### config.mk
export PLATFORM = sky130hd
export DESIGN_NAME = softmax_row_scheduler
export DESIGN_NICKNAME = d
export VERILOG_FILES = /design/src/rtl/softmax_row_scheduler.sv
export SDC_FILE = /design/constraint.sdc
export NUM_CORES = 1
export LEC_CHECK = 0
export ABC_CLOCK_PERIOD_IN_PS = 3300
export BUFFER_PORTS_ARGS = -buffer_cell sky130_fd_sc_hd__buf_2
export CORE_ASPECT_RATIO = 1.2
export CORE_UTILIZATION = 30
export DETAILED_ROUTE_END_ITERATION = 7
export GPL_TIMING_DRIVEN = 0
export PLACE_DENSITY = 0.51
export SLEW_MARGIN = 20
export SYNTH_ARGS = -nofsm -noshare
export SYNTH_HDL_FRONTEND = slang
export SYNTH_SLANG_ARGS = --single-unit
### constraint.sdc
create_clock -name clk -period 3.3 [get_ports clk]
set_clock_uncertainty 0.1 [all_clocks]
set_input_delay 0.165 -clock clk [delete_from_list [all_inputs] [get_ports clk]]
set_output_delay 0.165 -clock clk [all_outputs]
set_load 0.02 [all_outputs]
### src/rtl/softmax_row_scheduler.sv
// Round-robin scheduler sharing one softmax unit between NUM_REQ requesters.
// Each granted requester owns the unit for a whole job of N rows.
// Every row holds softmax_en high for ROW_CYCLES cycles, then low for
// GAP_CYCLES cycles so the softmax controller returns to IDLE.
// Ports:
//   clk, rst        : clock, synchronous active-high reset
//   req, req_rows   : per-requester request level and row count
//   grant           : one-hot owner, registered
//   softmax_en      : enable level to the softmax controller
//   row_start/done  : first/last enable cycle of each row
//   row_idx         : 0-based row within the job
//   job_done        : end-of-job pulse to the owner
//   busy            : high while not IDLE
module softmax_row_scheduler #(
  parameter int NUM_REQ    = 2,
  parameter int ROWS_W     = 8,
  parameter int ROW_CYCLES = 26,
  parameter int GAP_CYCLES = 1
) (
  input  logic                       clk,
  input  logic                       rst,
  input  logic [NUM_REQ-1:0]         req,
  input  logic [NUM_REQ*ROWS_W-1:0]  req_rows,
  output logic [NUM_REQ-1:0]         grant,
  output logic                       softmax_en,
  output logic                       row_start,
  output logic                       row_done,
  output logic [ROWS_W-1:0]          row_idx,
  output logic [NUM_REQ-1:0]         job_done,
  output logic                       busy
);

  localparam int IDX_W = (NUM_REQ > 1) ? $clog2(NUM_REQ) : 1;
  localparam int RUN_W = (ROW_CYCLES > 1) ? $clog2(ROW_CYCLES) : 1;
  localparam int GAP_W = $clog2(GAP_CYCLES + 1);

  localparam logic [RUN_W-1:0] RUN_LAST = RUN_W'(ROW_CYCLES - 1);
  localparam logic [GAP_W-1:0] GAP_LAST = GAP_W'(GAP_CYCLES - 1);
  localparam logic [IDX_W-1:0] IDX_LAST = IDX_W'(NUM_REQ - 1);

  typedef enum logic [1:0] {
    IDLE,
    RUN,
    GAP
  } state_t;

  state_t             state;
  logic [RUN_W-1:0]   run_cnt;
  logic [GAP_W-1:0]   gap_cnt;
  logic [ROWS_W-1:0]  rows;
  logic [IDX_W-1:0]   last_win;

  logic               found;
  logic [IDX_W-1:0]   win;
  logic [NUM_REQ-1:0] win_oh;
  logic [ROWS_W-1:0]  win_rows;
  logic               last_row;

  // Two passes give the rotated scan: first the indices above the last
  // winner, then wrap around to 0..last_win.
  always_comb begin
    found    = 1'b0;
    win      = last_win;
    win_oh   = '0;
    win_rows = '0;
    for (int i = 0; i < NUM_REQ; i++) begin
      if (!found && req[i] && (IDX_W'(i) > last_win)) begin
        found = 1'b1;
        win   = IDX_W'(i);
      end
    end
    for (int i = 0; i < NUM_REQ; i++) begin
      if (!found && req[i] && (IDX_W'(i) <= last_win)) begin
        found = 1'b1;
        win   = IDX_W'(i);
      end
    end
    for (int i = 0; i < NUM_REQ; i++) begin
      if (IDX_W'(i) == win) begin
        win_oh[i] = found;
        win_rows  = req_rows[i*ROWS_W +: ROWS_W];
      end
    end
  end

  // rows is never 0 outside IDLE, so rows-1 cannot wrap here.
  assign last_row = (row_idx == rows - ROWS_W'(1));

  always_ff @(posedge clk) begin
    if (rst) begin
      state      <= IDLE;
      grant      <= '0;
      softmax_en <= 1'b0;
      row_start  <= 1'b0;
      row_done   <= 1'b0;
      row_idx    <= '0;
      job_done   <= '0;
      busy       <= 1'b0;
      run_cnt    <= '0;
      gap_cnt    <= '0;
      rows       <= '0;
      last_win   <= IDX_LAST;
    end else begin
      row_start <= 1'b0;
      row_done  <= 1'b0;
      job_done  <= '0;
      unique case (state)
        IDLE: begin
          if (found) begin
            last_win <= win;
            rows     <= win_rows;
            if (win_rows != '0) begin
              state      <= RUN;
              grant      <= win_oh;
              softmax_en <= 1'b1;
              row_start  <= 1'b1;
              busy       <= 1'b1;
              row_idx    <= '0;
              run_cnt    <= '0;
              // Single-cycle rows: first cycle is also the last.
              if (RUN_LAST == '0) begin
                row_done <= 1'b1;
                if (win_rows == ROWS_W'(1))
                  job_done <= win_oh;
              end
            end else begin
              job_done <= win_oh;
            end
          end
        end
        RUN: begin
          if (run_cnt == RUN_LAST) begin
            softmax_en <= 1'b0;
            run_cnt    <= '0;
            if (last_row) begin
              state   <= IDLE;
              grant   <= '0;
              row_idx <= '0;
              busy    <= 1'b0;
            end else begin
              state   <= GAP;
              gap_cnt <= '0;
              row_idx <= row_idx + ROWS_W'(1);
            end
          end else begin
            run_cnt <= run_cnt + RUN_W'(1);
            // Strobes are registered, so flag the upcoming last cycle.
            if (run_cnt + RUN_W'(1) == RUN_LAST) begin
              row_done <= 1'b1;
              if (last_row)
                job_done <= grant;
            end
          end
        end
        GAP: begin
          if (gap_cnt == GAP_LAST) begin
            state      <= RUN;
            softmax_en <= 1'b1;
            row_start  <= 1'b1;
            gap_cnt    <= '0;
            if (RUN_LAST == '0) begin
              row_done <= 1'b1;
              if (last_row)
                job_done <= grant;
            end
          end else begin
            gap_cnt <= gap_cnt + GAP_W'(1);
          end
        end
        default: state <= IDLE;
      endcase
    end
  end

endmodule

* Word-level counts from Yosys, hierarchy flattened
Cells that the tools add are included.
Word-level totals: flip-flop bits (word level) 33, input bits 20, output and inout bits 16, word-level logic and storage cells 109
Cells by class: $add $sub $neg 4, order comparisons 4, equal/unequal tests 11, mux-type cells 54, bitwise logic cells 1, reductions and logical operators 23
Operator list (count):
- 8-bit 2-to-1 mux | 5
- 2-bit 2-to-1 mux | 14
- 1-bit 2-to-1 mux | 23
- 8-bit one-hot mux with 2 select lines | 1
- 5-bit 2-to-1 mux | 3
- 2-bit inequality test, second input constant | 6
- 5-bit == test, second input constant | 2
- 5-bit one-hot mux with 2 select lines | 1
- 5-bit AND reduction | 2
- 8-bit by 1-bit adder with 8-bit output, second input constant | 1
- 8-bit == test | 1
- 2-bit one-hot mux with 2 select lines | 2
- 4-bit AND reduction | 2
- 8-bit nonzero test | 1
- 8-bit by 1-bit subtractor with 8-bit output, second input constant | 1
- 1-bit logical AND | 7
- 1-bit one-hot mux with 2 select lines | 3
- 2-bit one-hot mux with 3 select lines | 1
- 3-bit AND reduction | 2
- 5-bit by 1-bit adder with 5-bit output, second input constant | 1
- 2-bit nonzero test | 2
- 1-bit logical NOT | 3
- 1-bit one-hot mux with 3 select lines | 1
- 3-bit nonzero test | 1
- other kinds (9) | 11

* Logic depth before layout (Yosys ltp)
depth in word-level cells 20, depth in mapped cells 9, gate-level depth less buffers 8

* Worst setup path after synthesis
OpenSTA, ideal clock, no wires.
path kind reg2reg, start point reg rows[0], end point reg grant[0], data arrival time 2063 ps, required time 3086 ps, path slack 1023 ps, cell stages (with the launch flop) 10, period minus slack after synthesis 2277 ps, cell sequence dfxtp_1 > inv_1 > ha_1 > or3b_1 > a211oi_1 > nand3b_1 > a2111oi_4 > a21o_1 > buf_6 > o21ai_2
On the way: longest elaborated chain between the ends 4
RTL lines:
- from (decl) | RTL line 50 | logic [ROWS_W-1:0] rows;
- from (signal assigned) | RTL line 111 | rows <= win_rows;
- 8-bit by 1-bit subtractor with 8-bit output | RTL line 87 | assign last_row = (row_idx == rows - ROWS_W'(1));
- 8-bit == test | RTL line 87
- 2-bit inequality test (no source line)
- 5-bit AND reduction (no source line)
- to (signal assigned) | RTL line 114 | grant <= win_oh;
- to (decl) | RTL line 24 | output logic [NUM_REQ-1:0] grant,
No other way between the ends. A chain may end at the register's enable or synchronous reset.

* Final worst setup path
start point reg rows[0], end point reg row_idx[7]
On the way: longest elaborated chain between the ends 5
RTL lines:
- 8-bit by 1-bit subtractor with 8-bit output | RTL line 87
- 8-bit == test | RTL line 87
- 8-bit 2-to-1 mux | RTL line 135 | if (last_row) begin
- 8-bit 2-to-1 mux | RTL line 132 | if (run_cnt == RUN_LAST) begin
- 8-bit one-hot mux with 2 select lines | RTL line 107 | unique case (state)
- to (signal assigned) | RTL line 143 | row_idx <= row_idx + ROWS_W'(1);
- to (decl) | RTL line 28 | output logic [ROWS_W-1:0] row_idx,
No other way between the ends. The select of a mux whose other input is x is not followed.

==> results.md <==
- Final WL: 4390 um
- Overflow after GRT: 0
- Max-cap violations: 0
- PD cells: 444 mW/mm2
- Synthesized instance count: 214
- Final worst path period need: 2630 ps
- Met3 wire length: 152 um
- Dpl hpwl: 3450 um
- Switching pwr: 274 uW
- Main flop type after synthesis: dfxtp_1
- CTS sink cnt: 32
- CP required: 3380 ps
- Max Clk Rate: 0.381 GHz
- Distinct cells, synth: 50
- Comb power frac: 0.177
- Period Utilization, post-route: 0.796
- Post-DR vias/cell: 4.93
- Clock network power share: 0.382
- TritonCTS clock tree: done
- # DRC: 0
- PortBufs: 34
- Site Rows: 30
- Hold Vio Cnt, Final: 0
- Highest Signal Layer: met4
- Crit path capture type: register
- FILL cells: 609
- Num CTS Buffers: 5
- Setup CP Type: reg2reg
- Clock Path Buffers: 2
- Clock slew at reported path FFs: 70 ps
- Status: completed
- Mapped cell area: 0.00182 mm2
- Post-synth EDFFs: 0
- Largest net degree at the start of global routing: 11
- Wl on met1: 2010 um
- Post-CTS resize count: 0
- Area growth syn-to-layout: 20.8%
- Net Sw Frac: 0.281
- Place WS: 659 ps
- H-tree depth: 2
- Final setup margin: 673 ps
- Reg power frac: 0.441
- First-pass GRT wire length: 7390 um
- GPL Wtd Cong: 0.750
- CTS Hold Bufs: 0
- Post-synthesis net count: 239
- Core box area: 0.00574 mm2
- Final Setup Violations: 0
- Worst slew pin tran: 619 ps
- Power Internal: 701 uW
- Layout cell share with drive strength beyond 1: 0.234
- Synth area leader: dfxtp_1
- NumNets Final: 280
- Setup_tns: 0 ps
- Seq/Total Area, Yosys: 0.352
- Root buf cell: clkbuf_8
- Critical Path Source Type: register
- Detail Route met2 WL: 2180 um
- CP Max Fanout: 10
- Number of global-route vias before repair: 1570
- Detail Route Antenna Nets: 0
- Antenna violations before repair: 0
- Top-count cell post-synth: dfxtp_1
- Seq cells post-synth: 32
- Top Ports: 36
- Leak pwr: 0.000891 uW
- Die H: 87.3 um
- Most frequent cells after synthesis: dfxtp_1, nand2_1, nor2_1, o21ai_0, nor3_1
- RSZ-0062 raised after global routing: false
- Routed length per instance: 13.1 um
- Post-synth top area share: 0.352
- Ys Warns: 0
- Diode count: 0
- Die W: 73.1 um
- Hold Crit Class: in2reg
- Top area cells in the synthesized netlist: dfxtp_1, xnor2_1, nand2_1
- Worst skew pair latency: 280 ps
- Area of the die: 0.00638 mm2
- Final Slew Violations: 0
- Post-CTS setup buffer count: 0
- Relative slew slack: 0.584
- WP data arrival: 2700 ps
- Maximum vdd drop: 0.241 mV
- Post-synthesis async set-or-reset flop share: 0
- GRT Overall Usage: 0.151
- Drt first pass iters: 6
- 1st-iter DRT viols: 56
- Vias: 1657
- Initial Util: 0.317
- Syn_area_per_cell: 8.50 um2
## stage by stage
stage / power (uW) / area (um2) / util / hold WS [ps] / std cells
floorplan: 561 / 1820 / - / 224 / 214
global placement: 613 / 2090 / 0.364 / 348 / 328
detailed placement: 612 / 2090 / 0.364 / 346 / 328
CTS: 986 / 2200 / 0.382 / 49.3 / 336
global route: 1030 / 2200 / 0.382 / 62.5 / 336
finish: 975 / 2200 / 0.382 / 50.5 / 336
## registers in the layout, summed over array words and instances (netlist names)
name	count
rows	8
busy	1
row_start	1
last_win	1
state	2
row_idx	8
softmax_en	1
row_done	1
run_cnt	5
job_done	2
grant	2
## path summary, 6_finish.rpt
path,startpoint,to,slack (ps),depth (start not counted)
hold / removal,req_rows[4],rows[4]$_SDFFE_PP0P_,50,3
setup reg to reg,rows[0]$_SDFFE_PP0P_,row_idx[7]$_SDFFE_PP0P_,670,9
hold reg to reg,busy$_SDFFE_PP0P_,busy$_SDFFE_PP0P_,370,2
setup / recovery,rows[0]$_SDFFE_PP0P_,row_idx[7]$_SDFFE_PP0P_,670,9
## layout by cell type (no fill, tap or decap), types with 2 or more instances in the layout
master / instances
a21o_1: 5
xnor2_1: 10
nor4_1: 4
inv_1: 10
o21ai_0: 12
xor2_1: 8
or4_1: 3
clkbuf_8: 5
a21oi_1: 3
nand2_1: 22
ha_1: 5
nor2_1: 20
o31ai_1: 2
nand3_1: 4
a211oi_1: 2
dfxtp_1: 32
buf_2: 37
o21ai_2: 2
a221oi_1: 2
nand3b_1: 3
nor2b_1: 4
a311oi_1: 8
nor2_2: 4
clkbuf_1: 8
nor3_1: 11
nand4_1: 3
## layer usage
metal | track usage | vias up
met5 | 0 | -
met1 | 0.184 | 770
met3 | 0.0359 | 6
li1 | - | 858
met2 | 0.262 | 23
met4 | 0.0428 | 0
## area by class of cell
type | instances | area, um2 | area share
flip-flops and latches | 32 | 641 | 0.292
inverters | 10 | 37.5 | 0.0171
repair buffers | 34 | 170 | 0.0775
multi-input cells | 160 | 1080 | 0.493
clock inverters | 2 | 35.0 | 0.0160
clock buffers | 6 | 72.6 | 0.0330
well taps | 80 | 100 | 0.0456
plain buffers | 12 | 56.3 | 0.0256
## power groups by stage
stage / registers (uW) / logic (uW) / clock network (uW)
4_1_cts: 430 / 174 / 382
5_1_grt: 434 / 194 / 401
6_report: 430 / 173 / 373
3_3_place_gp: 438 / 174 / 0
3_5_place_dp: 439 / 173 / 0
2_1_floorplan: 439 / 122 / 0
## worst max-delay path, cell delays in order, from the launching register on
cell and delay, ps:
dfxtp_1 370, inv_1 80, ha_1 230, or3b_1 370, a211oi_1 300, nand3b_1 190
a2111oi_4 480, a21o_1 190, buf_6 160, nor2_1 60
## cells by family after synthesis
family | after synthesis | synth area share
AND/OR/NAND/NOR | 86 | 0.239
flip-flops | 32 | 0.352
adder cells (fa/ha/maj) | 5 | 0.0344
XOR/XNOR | 18 | 0.0867
buffers and inverters | 22 | 0.0516
AO/OA/AOI/OAI | 51 | 0.236
(Power assumes the default switching activity.)
